$ cat config.mk
export PLATFORM = sky130hd
export DESIGN_NAME = ravenna_dac_seq
export DESIGN_NICKNAME = d
export VERILOG_FILES = /design/src/rtl/ravenna_dac_seq.sv
export SDC_FILE = /design/constraint.sdc
export NUM_CORES = 1
export LEC_CHECK = 0
export BUFFER_PORTS_ARGS = -buffer_cell sky130_fd_sc_hd__buf_4
export CAP_MARGIN = 20
export CORE_MARGIN = 5
export CORE_UTILIZATION = 55
export DETAILED_ROUTE_END_ITERATION = 10
export PLACE_DENSITY_LB_ADDON = 0.1
export SKIP_CTS_REPAIR_TIMING = 1
export SLEW_MARGIN = 25
export SYNTH_ARGS = -nofsm -noshare
export SYNTH_HDL_FRONTEND = slang
export SYNTH_SLANG_ARGS = --single-unit
$ cat constraint.sdc
create_clock -name clk -period 4.42 [get_ports clk]
set_input_delay 0.884 -clock clk [delete_from_list [all_inputs] [get_ports clk]]
set_output_delay 0.884 -clock clk [all_outputs]
set_load 0.1 [all_outputs]
$ cat src/rtl/ravenna_dac_seq.sv
// Sample sequencer feeding the 10-bit DAC: CPU-filled code FIFO drained
// at a programmable rate, with underrun/overflow flags and a half-empty irq.
module ravenna_dac_seq #(
  parameter int DEPTH = 16,
  parameter int DIVW  = 16
) (
  input  logic        clk,
  input  logic        resetn,
  input  logic        cfg_we,
  input  logic [31:0] cfg_wdata,
  output logic [31:0] cfg_rdata,
  output logic [31:0] stat_rdata,
  input  logic        dat_we,
  input  logic [9:0]  dat_wdata,
  output logic        dat_ready,
  output logic [9:0]  dac_value,
  output logic        dac_ena,
  output logic        irq
);
  localparam int AW = (DEPTH > 1) ? $clog2(DEPTH) : 1;
  localparam int LW = AW + 1;

  logic            enable;
  logic [DIVW-1:0] div, cnt;
  logic [AW-1:0]   rd_ptr, wr_ptr;
  logic [LW-1:0]   level;
  logic            underrun, overflow;
  logic [9:0]      mem [DEPTH];

  logic full, empty, clr, tick, push, pop;
  logic unused_cfg;

  assign full       = (level == LW'(DEPTH));
  assign empty      = (level == '0);
  assign clr        = cfg_we && cfg_wdata[1];
  assign tick       = enable && (cnt == div);
  // full/empty are pre-edge values, so a same-cycle pop never makes room
  // for a push and a same-cycle push never feeds an underrunning tick.
  assign push       = dat_we && !full && !clr;
  assign pop        = tick && !empty && !clr;
  assign unused_cfg = ^cfg_wdata[31:2];

  assign dat_ready = !full;
  assign dac_ena   = enable;
  assign irq       = enable && (level < LW'(DEPTH / 2));

  always_comb begin
    cfg_rdata             = '0;
    cfg_rdata[0]          = enable;
    cfg_rdata[16 +: DIVW] = div;
  end

  always_comb begin
    stat_rdata        = '0;
    stat_rdata[7:0]   = 8'(level);
    stat_rdata[8]     = empty;
    stat_rdata[9]     = full;
    stat_rdata[10]    = underrun;
    stat_rdata[11]    = overflow;
  end

  // Storage carries no reset; only the pointers define its contents.
  always_ff @(posedge clk) begin
    if (push) mem[wr_ptr] <= dat_wdata;
  end

  always_ff @(posedge clk or negedge resetn) begin
    if (!resetn) begin
      enable    <= 1'b0;
      div       <= '0;
      cnt       <= '0;
      rd_ptr    <= '0;
      wr_ptr    <= '0;
      level     <= '0;
      underrun  <= 1'b0;
      overflow  <= 1'b0;
      dac_value <= '0;
    end else begin
      if (cfg_we) begin
        enable <= cfg_wdata[0];
        div    <= cfg_wdata[16 +: DIVW];
        cnt    <= '0;
      end else if (!enable || cnt == div) begin
        cnt <= '0;
      end else begin
        cnt <= cnt + DIVW'(1);
      end

      if (clr) begin
        rd_ptr   <= '0;
        wr_ptr   <= '0;
        level    <= '0;
        underrun <= 1'b0;
        overflow <= 1'b0;
      end else begin
        if (push) wr_ptr <= wr_ptr + AW'(1);
        if (pop) begin
          rd_ptr    <= rd_ptr + AW'(1);
          dac_value <= mem[rd_ptr];
        end
        level <= level + LW'(push) - LW'(pop);
        if (dat_we && full) overflow <= 1'b1;
        if (tick && empty)  underrun <= 1'b1;
      end
    end
  end
endmodule

==> results of run 1 <==
path summary, 6_finish.rpt:
check,from,to,cells past startpoint
worst max-delay path,cnt[11],level[4],15
worst min-delay path,resetn,dac_value[0],1
worst max register to register,cnt[11],level[4],15
worst min register to register,overflow,overflow,2
max in group asynchronous,resetn,rd_ptr[0],1
min in group clk,overflow,overflow,2
worst max-delay path: cells and delay by family, from the launching register on:
family / cells / cell delay [ns]
and+or+nand+nor: 6 / 1.40
buffers and inverters: 3 / 0.18
DFF: 1 / 0.44
xor gates and xnor gates: 1 / 0.19
adders and majority gates: 3 / 0.80
AOI/OAI and AO/OA: 2 / 0.10
per-layer routing:
layer  vias to the layer above  GRT usage, %  wire length (um)
met3                        15          2.85              1100
met1                      2527          25.1              7590
met5                         -             0                 0
li1                       2221             -                 -
met4                         0          3.98               182
met2                       161          29.5              8530
synth_stat cells, types with 8 or more instances:
library cell and number:
sky130_fd_sc_hd__nor2_1 45, sky130_fd_sc_hd__a22oi_1 16, sky130_fd_sc_hd__nor3_1 8, sky130_fd_sc_hd__mux2_2 27
sky130_fd_sc_hd__nand2_1 26, sky130_fd_sc_hd__dfrtp_1 58, sky130_fd_sc_hd__ha_1 13, sky130_fd_sc_hd__clkbuf_1 11
sky130_fd_sc_hd__a21oi_1 11, sky130_fd_sc_hd__edfxtp_1 160, sky130_fd_sc_hd__nand3_1 8, sky130_fd_sc_hd__mux4_2 40
sky130_fd_sc_hd__xor2_1 25, sky130_fd_sc_hd__inv_1 17, sky130_fd_sc_hd__buf_4 44, sky130_fd_sc_hd__xnor2_1 10
area by class of cell:
type / instances / area, um2 / share of cell area [%]
flip-flops and latches: 218 / 6260 / 59.1
multi-input cells: 310 / 2660 / 25.2
repair buffers: 82 / 616 / 5.81
clock buffers: 28 / 594 / 5.61
well taps: 220 / 275 / 2.60
clock inverters: 13 / 118 / 1.11
inverters: 17 / 63.8 / 0.603
state kept, by name (all words and copies together), names as in the netlist:
register   flops
level          5
cnt           16
rd_ptr         4
wr_ptr         4
div           16
dac_ena        1
overflow       1
mem          160
dac_value     10
underrun       1
stage by stage:
step / instances / util, % / setup slack, ns / area [um2]
6_report: 888 / 64.1 / 1.19 / 10600
5_1_grt: 888 / 64.1 / 0.887 / 10600
4_1_cts: 888 / 64.0 / 1.19 / 10600
3_5_place_dp: 847 / 59.7 / 1.00 / 9870
3_3_place_gp: 847 / 59.7 / 1.04 / 9870
2_1_floorplan: 611 / - / 0.362 / 9400
kinds of logic after synthesis:
logic type | after synthesis
DFF | 218
and+or+nand+nor | 118
buffers and inverters | 83
muxes | 69
AOI/OAI and AO/OA | 36
xor gates and xnor gates | 35
adders and majority gates | 14
other | 1
power by group:
group          internal, mW  total, mW  switching, mW
Combinational         0.282       1.14          0.861
Clock                  1.07       1.81          0.735
Sequential             2.34       2.42         0.0845
==> flow_summary.json, run 1 <==
{
  "endpoint_kind": "flip-flop",
  "grt_first_pass_wirelength_um": 27400,
  "synth_top_family_by_area": "multiplexers",
  "htree_num_levels": 1,
  "grt_use_total_pct": 17.7,
  "synth.yosys.seq_area_share_pct": 67.6,
  "die_width_um": 140,
  "ys.flop_type": "sky130_fd_sc_hd__edfxtp_1",
  "floorplan.initialDensity_pct": 56.0,
  "power_per_cell_area_mw_per_mm2": 508,
  "antenna_cells_inserted": 0,
  "cp_slowest_stage_delay_ns": 0.49,
  "clkTransAtPathRegs_ns": 0.06,
  "core_area_mm2": 0.0165,
  "dp_hpwl_um": 11600,
  "gpl.final_weighted_congestion": 0.745,
  "worst-endpoint-arrival_ns": 3.62,
  "num_rows": 47,
  "grt_overflow_total": 0,
  "via_count_of_the_routed_design": 4924,
  "ffs_latches_synth": 218,
  "clock_sinks": 218,
  "yosys.area_share.adder_pct": 1.97,
  "ant_nets": 0,
  "synth-xor-area-share_pct": 3.31,
  "report.final.slew_viol_count": 0,
  "netlist_instances": 574,
  "grt_max_degree": 59,
  "grt_pass1_vias": 4909,
  "synthesis.area_per_instance_um2": 16.1,
  "cell_type_with_the_largest_total_area_after_synthesis": "sky130_fd_sc_hd__edfxtp_1",
  "iteration_count_of_the_initial_detailed_routing_pass": 4,
  "leading_cell_type_in_the_layout_fill_and_taps_excluded": "sky130_fd_sc_hd__edfxtp_1",
  "post-route-period-util_pct": 73.1,
  "fmax_ghz": 0.309,
  "max_cap_viol_count": 0,
  "max-clock-path-buffers": 3,
  "mappedNetlistArea_mm2": 0.00926,
  "viasPerCell": 5.55,
  "synth.yosys.warnings": 0,
  "worst_clock_skew_ns": 0.0217,
  "io_buffers": 70,
  "final.hold.worst_slack_ns": 0.447,
  "worst_path_most_repeated_cell": "sky130_fd_sc_hd__inv_1",
  "hold_viol": 0,
  "timing.critical_path.required_ns": 4.81,
  "antenna_violations_before_repair": 0,
  "num_io_pins": 123,
  "ys_async_sr_fraction_pct": 26.6,
  "wl_per_cell_um": 19.6,
  "synth_cell_types": 40,
  "report.final.setup_viol": 0,
  "rsz0062_at_grt": "false",
  "insertion_delay_ns": 0.50,
  "cts_root_buf": "sky130_fd_sc_hd__clkbuf_16",
  "irDropWorstVdd_mv": 0.337,
  "finish.net_count": 712,
  "synthToLayoutAreaGrowth_pct": 14.4,
  "synth.mux.area_fraction_pct": 13.2,
  "critical_path.max_fanout": 5,
  "result_of_the_run": "complete, no violations",
  "min_path_type": "primary input to async pin",
  "number_of_enable_flip_flop_cells_after_synthesis": 160,
  "wirelength_um": 17400,
  "layout.cells.most_common_list": "sky130_fd_sc_hd__edfxtp_1, sky130_fd_sc_hd__buf_4, sky130_fd_sc_hd__dfrtp_1",
  "power_mw": 5.37,
  "total_leakage_power_nw": 3.96,
  "timing.critical_path.cells": "xor2_1 -> nor4_1 -> and4_1 -> nand2_1 -> nor3_1 -> ha_1 -> inv_1 -> ha_1 -> inv_1 -> fa_1 -> inv_1 -> a21oi_1 -> nor2_1 -> or3_1 -> a21oi_1",
  "worstSetupPathType": "flip-flop to flip-flop",
  "yosys.area_share.simple_pct": 6.09,
  "finalSetupTns_ns": 0,
  "final.min_clock_period_ns": 3.23,
  "fillCellCount": 1226,
  "maxSlewHeadroom_pct": 33.1,
  "die_y_um": 140,
  "detail_route.iter0.violations": 312,
  "tightestPinTransition_ns": 1.00,
  "die_area_mm2": 0.0195,
  "drc_errors": 0,
  "numCtsBuffers": 23,
  "yosys.area.top_type_share_pct": 51.9,
  "post_synth_main_area_contributors": "sky130_fd_sc_hd__edfxtp_1, sky130_fd_sc_hd__dfrtp_1, sky130_fd_sc_hd__mux4_2",
  "drive_gt1_share_pct": 27.8,
  "critical_path.startpoint_type": "flip-flop",
  "synth_compound_gate_area_share_pct": 2.54,
  "r2r_slack_ns": 1.19,
  "clock_tree_from_tritoncts": "built",
  "critical-path-slowest-cell": "sky130_fd_sc_hd__nor4_1"
}
No activity file was read; power rests on OpenSTA's default activity.
==> run 2: changes to the inputs <==
--- a/config.mk
+++ b/config.mk
@@ -8,7 +8,7 @@
 export BUFFER_PORTS_ARGS = -buffer_cell sky130_fd_sc_hd__buf_4
 export CAP_MARGIN = 20
 export CORE_MARGIN = 5
-export CORE_UTILIZATION = 55
+export CORE_UTILIZATION = 52
 export DETAILED_ROUTE_END_ITERATION = 10
 export PLACE_DENSITY_LB_ADDON = 0.1
 export SKIP_CTS_REPAIR_TIMING = 1
==> constraint.sdc (replaced) <==
create_clock -name clk -period 2.7 [get_ports clk]
set_input_delay 0.54 -clock clk [delete_from_list [all_inputs] [get_ports clk]]
set_output_delay 0.54 -clock clk [all_outputs]
set_load 0.1 [all_outputs]
==> run 2 against run 1 <==
Via count grew 2.4%; critical endpoint unchanged; setup slack worse by 1.3 ns; register-to-register slack lost 1.3 ns; non-clock buffer count up 55; cell count up 6.6%; utilization up 0.079 points; design area is 5.2% higher; the run now ends with negative setup slack left; clock power up 50%; combinational power up 80%; power increased by 63%; count of clock-buffer cells in the layout decreased by 1.
==> flow_summary.json, run 2 (same netlist as run 1, synthesis figures left out) <==
{
  "result_of_the_run": "complete, but fails checks",
  "violations": "negative setup slack",
  "num_rows": 48,
  "antenna_cells_inserted": 0,
  "cts_root_buf": "sky130_fd_sc_hd__clkbuf_16",
  "worst-r2r-cell-count": 15,
  "drc_errors": 0,
  "min_path_type": "primary input to async pin",
  "reg_top3": "mem x160, cnt x16, div x16",
  "critical_path.max_fanout": 2,
  "antenna_violations_before_repair": 0,
  "insertion_delay_ns": 0.49,
  "clkTransAtPathRegs_ns": 0.06,
  "r2r_end": "level[4]",
  "floorplan.initialDensity_pct": 53.3,
  "power_per_cell_area_mw_per_mm2": 786,
  "cp_slowest_stage_delay_ns": 0.47,
  "max_cap_viol_count": 0,
  "largest_register_ff_count": 160,
  "grt_use_total_pct": 18.2,
  "gpl.final_weighted_congestion": 0.802,
  "die_y_um": 143,
  "utilization_pct": 64.2,
  "die_area_mm2": 0.0206,
  "post_route_worst_setup_slack_ns": -0.111,
  "worst-endpoint-arrival_ns": 3.22,
  "grt_first_pass_wirelength_um": 28600,
  "num_io_pins": 123,
  "fmax_ghz": 0.356,
  "clock_tree_from_tritoncts": "built",
  "finalSetupTns_ns": -0.206,
  "dp_hpwl_um": 12600,
  "critical_path.startpoint_type": "flip-flop",
  "final.min_clock_period_ns": 2.81,
  "io_buffers": 70,
  "post-route-period-util_pct": 104,
  "worst_clock_skew_ns": 0.0142,
  "numCtsBuffers": 22,
  "hold_viol": 0,
  "report.final.setup_viol": 3,
  "viasPerCell": 5.32,
  "detail_route.iter0.violations": 329,
  "die_width_um": 143,
  "irDropWorstVdd_mv": 0.638,
  "rsz0062_at_grt": "true",
  "finish.net_count": 766,
  "design_area_mm2": 0.0111,
  "wl_per_cell_um": 19.4,
  "drive_gt1_share_pct": 38.5,
  "wirelength_um": 18400,
  "r2r_slack_ns": -0.11,
  "report.final.slew_viol_count": 0,
  "leading_cell_type_in_the_layout_fill_and_taps_excluded": "sky130_fd_sc_hd__edfxtp_1",
  "critical_path.n_buffers_inverters": 3,
  "ant_nets": 0,
  "critical-path-slowest-cell": "sky130_fd_sc_hd__dfrtp_4",
  "endpoint_kind": "flip-flop",
  "finalNonFillerCells": 947,
  "maxSlewHeadroom_pct": 50.0,
  "total_leakage_power_nw": 4.22,
  "crit-reg2reg-launch": "div[11]",
  "dominant_delay_contributor_by_cell_family_on_the_critical_path": "simple AND/OR/NAND/NOR gates",
  "grt_pass1_vias": 5161,
  "via_count_of_the_routed_design": 5040,
  "grt_overflow_total": 0,
  "register_name_with_the_most_flops": "mem",
  "timing.critical_path.required_ns": 3.11,
  "timing.critical_path.cells": "xor2_1 -> nor4_2 -> and4_4 -> nand2_2 -> nor3_2 -> ha_1 -> inv_2 -> ha_4 -> inv_2 -> fa_2 -> inv_1 -> a21oi_1 -> nor2_1 -> o21ai_1 -> a21oi_1",
  "worstSetupPathType": "flip-flop to flip-flop",
  "htree_num_levels": 1,
  "grt_max_degree": 59,
  "max-clock-path-buffers": 3,
  "iteration_count_of_the_initial_detailed_routing_pass": 4,
  "synthToLayoutAreaGrowth_pct": 20.3,
  "placed_cell_area_mm2": 0.0104,
  "tightestPinTransition_ns": 0.749,
  "placed_cells_incl_taps": 902,
  "clock_sinks": 218,
  "place_worst_setup_slack_ns": -0.344,
  "layout.cells.most_common_list": "sky130_fd_sc_hd__edfxtp_1, sky130_fd_sc_hd__buf_4, sky130_fd_sc_hd__nor2_1",
  "core_area_mm2": 0.0174
}
-- run 2: changes by cell type in the layout (fill, tap and decap cells not counted), moves of 4 or more --
cell                      change
sky130_fd_sc_hd__dfrtp_4     +10
sky130_fd_sc_hd__dfrtp_2     +11
sky130_fd_sc_hd__inv_1        -4
sky130_fd_sc_hd__buf_4       +50
sky130_fd_sc_hd__dfrtp_1     -21
sky130_fd_sc_hd__nor4_1       -4
sky130_fd_sc_hd__inv_2        +4
sky130_fd_sc_hd__nor4_2       +4
-- run 2: worst max-delay path by stage --
stage	from	endpoint	slack (ns)	cells past startpoint
6_report	div[11]	level[4]	-0.11	15
5_1_grt	div[11]	level[4]	-0.25	15
4_1_cts	div[8]	level[4]	-0.37	15
3_5_place_dp	div[8]	level[4]	-0.34	15
3_3_place_gp	div[8]	level[4]	-0.21	15
2_1_floorplan	div[9]	level[4]	-0.24	15
-- run 2: power by group --
part	internal (mW)	switching (mW)	total, mW
combinational	0.580	1.47	2.05
sequential	3.85	0.138	3.99
clock	1.55	1.17	2.72
total	5.98	2.77	8.75
-- run 2: per-layer routing --
metal	share of wire [%]	GRT usage, %	vias up
li1	-	-	2328
met1	43	25.7	2549
met2	49	30.0	140
met3	6.6	3.59	23
met4	1.7	3.77	0
met5	0	0	-
-- run 2: layout make-up --
class,count,area [um2]
fillers,1270,6220
clock inverters,13,60.1
inverters,17,63.8
clock buffers,27,591
repair buffers,137,1070
flip-flops and latches,218,6310
multi-input cells,310,2760
well taps,225,282
-- run 2: worst register-to-register path, stage by stage, from the launching register on --
cell and delay, ns:
sky130_fd_sc_hd__dfrtp_4 0.47, sky130_fd_sc_hd__xor2_1 0.15, sky130_fd_sc_hd__nor4_2 0.36, sky130_fd_sc_hd__and4_4 0.31
sky130_fd_sc_hd__nand2_2 0.06, sky130_fd_sc_hd__nor3_2 0.10, sky130_fd_sc_hd__ha_1 0.26, sky130_fd_sc_hd__inv_2 0.07
sky130_fd_sc_hd__ha_4 0.13, sky130_fd_sc_hd__inv_2 0.03, sky130_fd_sc_hd__fa_2 0.33, sky130_fd_sc_hd__inv_1 0.06
sky130_fd_sc_hd__a21oi_1 0.05, sky130_fd_sc_hd__nor2_1 0.12, sky130_fd_sc_hd__o21ai_1 0.07, sky130_fd_sc_hd__a21oi_1 0.14
-- run 2: metrics by stage --
step | power (mW) | hold WS (ns)
3_5_place_dp | 6.07 | 0.496
2_1_floorplan | 5.62 | 0.244
5_1_grt | 9.13 | 0.188
4_1_cts | 8.80 | 0.151
3_3_place_gp | 6.02 | 0.487
6_report | 8.75 | 0.117
==> run 3: changes to the inputs <==
--- a/config.mk
+++ b/config.mk
@@ -7,11 +7,13 @@
 export LEC_CHECK = 0
 export BUFFER_PORTS_ARGS = -buffer_cell sky130_fd_sc_hd__buf_4
 export CAP_MARGIN = 20
+export CORE_ASPECT_RATIO = 1.2
 export CORE_MARGIN = 5
 export CORE_UTILIZATION = 52
 export DETAILED_ROUTE_END_ITERATION = 10
 export PLACE_DENSITY_LB_ADDON = 0.1
 export SKIP_CTS_REPAIR_TIMING = 1
+export SKIP_LAST_GASP = 1
 export SLEW_MARGIN = 25
 export SYNTH_ARGS = -nofsm -noshare
 export SYNTH_HDL_FRONTEND = slang
==> run 3 against run 2 <==
The run still ends with negative setup slack left; largest cell class unchanged; setup slack got worse by 0.080 ns; worst hold slack worse by 0.013 ns; power grew 5.5%; utilization up 0.065 points; combinational power hardly changed; critical path type unchanged.
==> flow_summary.json, run 3 (same netlist as run 1, synthesis figures left out) <==
{
  "fillCellCount": 1292,
  "htree_num_levels": 1,
  "die_width_um": 132,
  "grt_overflow_total": 0,
  "maxSlewHeadroom_pct": 48.6,
  "endpoint_kind": "flip-flop",
  "utilization_pct": 64.2,
  "wirelength_um": 18200,
  "finalNonFillerCells": 944,
  "clock_sinks": 218,
  "result_of_the_run": "complete, but fails checks",
  "dp_hpwl_um": 12300,
  "drive_gt1_share_pct": 39.8,
  "antenna_violations_before_repair": 0,
  "timing.critical_path.required_ns": 3.13,
  "io_buffers": 70,
  "finalSetupTns_ns": -0.334,
  "post-route-period-util_pct": 107,
  "clock_tree_from_tritoncts": "built",
  "ant_nets": 0,
  "viasPerCell": 5.36,
  "reg_top3": "mem x160, cnt x16, div x16",
  "largest_register_ff_count": 160,
  "drc_errors": 0,
  "insertion_delay_ns": 0.50,
  "rsz0062_at_grt": "true",
  "final.hold.worst_slack_ns": 0.104,
  "critical-path-slowest-cell": "sky130_fd_sc_hd__dfrtp_4",
  "violations": "negative setup slack",
  "max-clock-path-buffers": 3,
  "iteration_count_of_the_initial_detailed_routing_pass": 4,
  "grt_first_pass_wirelength_um": 28800,
  "tightestPinTransition_ns": 0.771,
  "timing.critical_path.cells": "xor2_1 -> nor4_2 -> and4_4 -> nand2_2 -> nor3_2 -> ha_1 -> inv_1 -> ha_2 -> inv_2 -> fa_2 -> buf_4 -> buf_4 -> xor2_1 -> nor2_1",
  "num_io_pins": 123,
  "grt_pass1_vias": 5221,
  "grt_use_total_pct": 17.7,
  "worst-endpoint-arrival_ns": 3.32,
  "fmax_ghz": 0.346,
  "min_path_type": "primary input to async pin",
  "final.min_clock_period_ns": 2.89,
  "cp_slowest_stage_delay_ns": 0.48,
  "placed_cells_incl_taps": 899,
  "detail_route.iter0.violations": 288,
  "critical_path.startpoint_type": "flip-flop",
  "report.final.setup_viol": 2,
  "gpl.final_weighted_congestion": 0.794,
  "power_per_cell_area_mw_per_mm2": 822,
  "wl_per_cell_um": 19.3,
  "via_count_of_the_routed_design": 5057,
  "area_of_the_multi_input_gates_mm2": 0.00275,
  "hold_viol": 0,
  "worstSetupPathType": "flip-flop to flip-flop",
  "post_route_worst_setup_slack_ns": -0.191,
  "numCtsBuffers": 23,
  "irDropWorstVdd_mv": 0.541,
  "critical_path.n_buffers_inverters": 4,
  "floorplan.initialDensity_pct": 52.9,
  "area.sequential_mm2": 0.00631,
  "finish.net_count": 767,
  "grt_max_degree": 59,
  "leading_cell_type_in_the_layout_fill_and_taps_excluded": "sky130_fd_sc_hd__edfxtp_1",
  "num_rows": 53,
  "antenna_cells_inserted": 0,
  "layout.cells.most_common_list": "sky130_fd_sc_hd__edfxtp_1, sky130_fd_sc_hd__buf_4, sky130_fd_sc_hd__nor2_1",
  "core_area_mm2": 0.0175,
  "worst_clock_skew_ns": 0.00698,
  "critical_path.max_fanout": 2,
  "die_area_mm2": 0.0206,
  "report.final.slew_viol_count": 0,
  "total_leakage_power_nw": 4.27,
  "clkTransAtPathRegs_ns": 0.06,
  "cts_root_buf": "sky130_fd_sc_hd__clkbuf_16",
  "die_y_um": 156,
  "max_cap_viol_count": 0,
  "synthToLayoutAreaGrowth_pct": 21.4,
  "register_name_with_the_most_flops": "mem",
  "dominant_delay_contributor_by_cell_family_on_the_critical_path": "simple AND/OR/NAND/NOR gates"
}
[run 3: cell types whose count changed in the layout (fill, tap and decap cells not counted), sizes merged]
cell / previous run / this run
inv: 17 / 18
clkinvlp: 2 / 5
bufinv: 0 / 3
clkinv: 11 / 6
[run 3: through the flow]
step           setup WS (ns)  area (um2)  power, mW
3_5_place_dp          -0.260       10400       6.07
3_3_place_gp          -0.235       10400       6.03
4_1_cts               -0.281       11200       9.31
5_1_grt               -0.311       11200       9.61
6_report              -0.191       11200       9.24
2_1_floorplan         -0.240        9520       5.62
[run 3: report_power, final]
group | internal (mW) | total [mW] | leakage, nW | switching (mW)
clock | 1.94 | 3.22 | 0.377 | 1.28
combinational | 0.573 | 2.02 | 1.72 | 1.45
sequential | 3.85 | 3.99 | 2.18 | 0.143
[run 3: final cells by class]
class | count | area share (%)
timing repair buffer | 137 | 9.37
tap | 220 | 2.45
sequential | 218 | 56.1
clock inverter | 15 | 1.48
clock buffer | 27 | 5.52
inverter | 17 | 0.568
multi-input combinational | 310 | 24.5
[run 3: layer usage]
| layer | GRT usage, % | part of all wire (%) | vias up |
|---|---|---|---|
| li1 | - | - | 2328 |
| met1 | 22.6 | 41 | 2585 |
| met2 | 31.8 | 53 | 123 |
| met3 | 3.03 | 5.0 | 21 |
| met4 | 4.02 | 1.3 | 0 |
| met5 | 0 | 0 | - |
[run 3: path summary, 6_finish.rpt]
kind                          startpoint            to  slack [ns]  cells after the start
max                               div[8]      level[2]       -0.19                     14
min                               resetn  dac_value[2]        0.10                      1
max reg2reg                       div[8]      level[2]       -0.19                     14
min reg2reg                     overflow      overflow        0.50                      2
max in group asynchronous         resetn        div[8]        1.99                      1
min in group clk           cfg_wdata[24]        div[8]        0.27                      2
[run 3: worst reg2reg max path: stages, from the launching register on]
cell and delay, ns:
sky130_fd_sc_hd__dfrtp_4 0.48, sky130_fd_sc_hd__xor2_1 0.15, sky130_fd_sc_hd__nor4_2 0.37, sky130_fd_sc_hd__and4_4 0.30
sky130_fd_sc_hd__nand2_2 0.06, sky130_fd_sc_hd__nor3_2 0.12, sky130_fd_sc_hd__ha_1 0.24, sky130_fd_sc_hd__inv_1 0.06
sky130_fd_sc_hd__ha_2 0.18, sky130_fd_sc_hd__inv_2 0.04, sky130_fd_sc_hd__fa_2 0.33, sky130_fd_sc_hd__buf_4 0.14
sky130_fd_sc_hd__buf_4 0.12, sky130_fd_sc_hd__xor2_1 0.13, sky130_fd_sc_hd__nor2_1 0.10
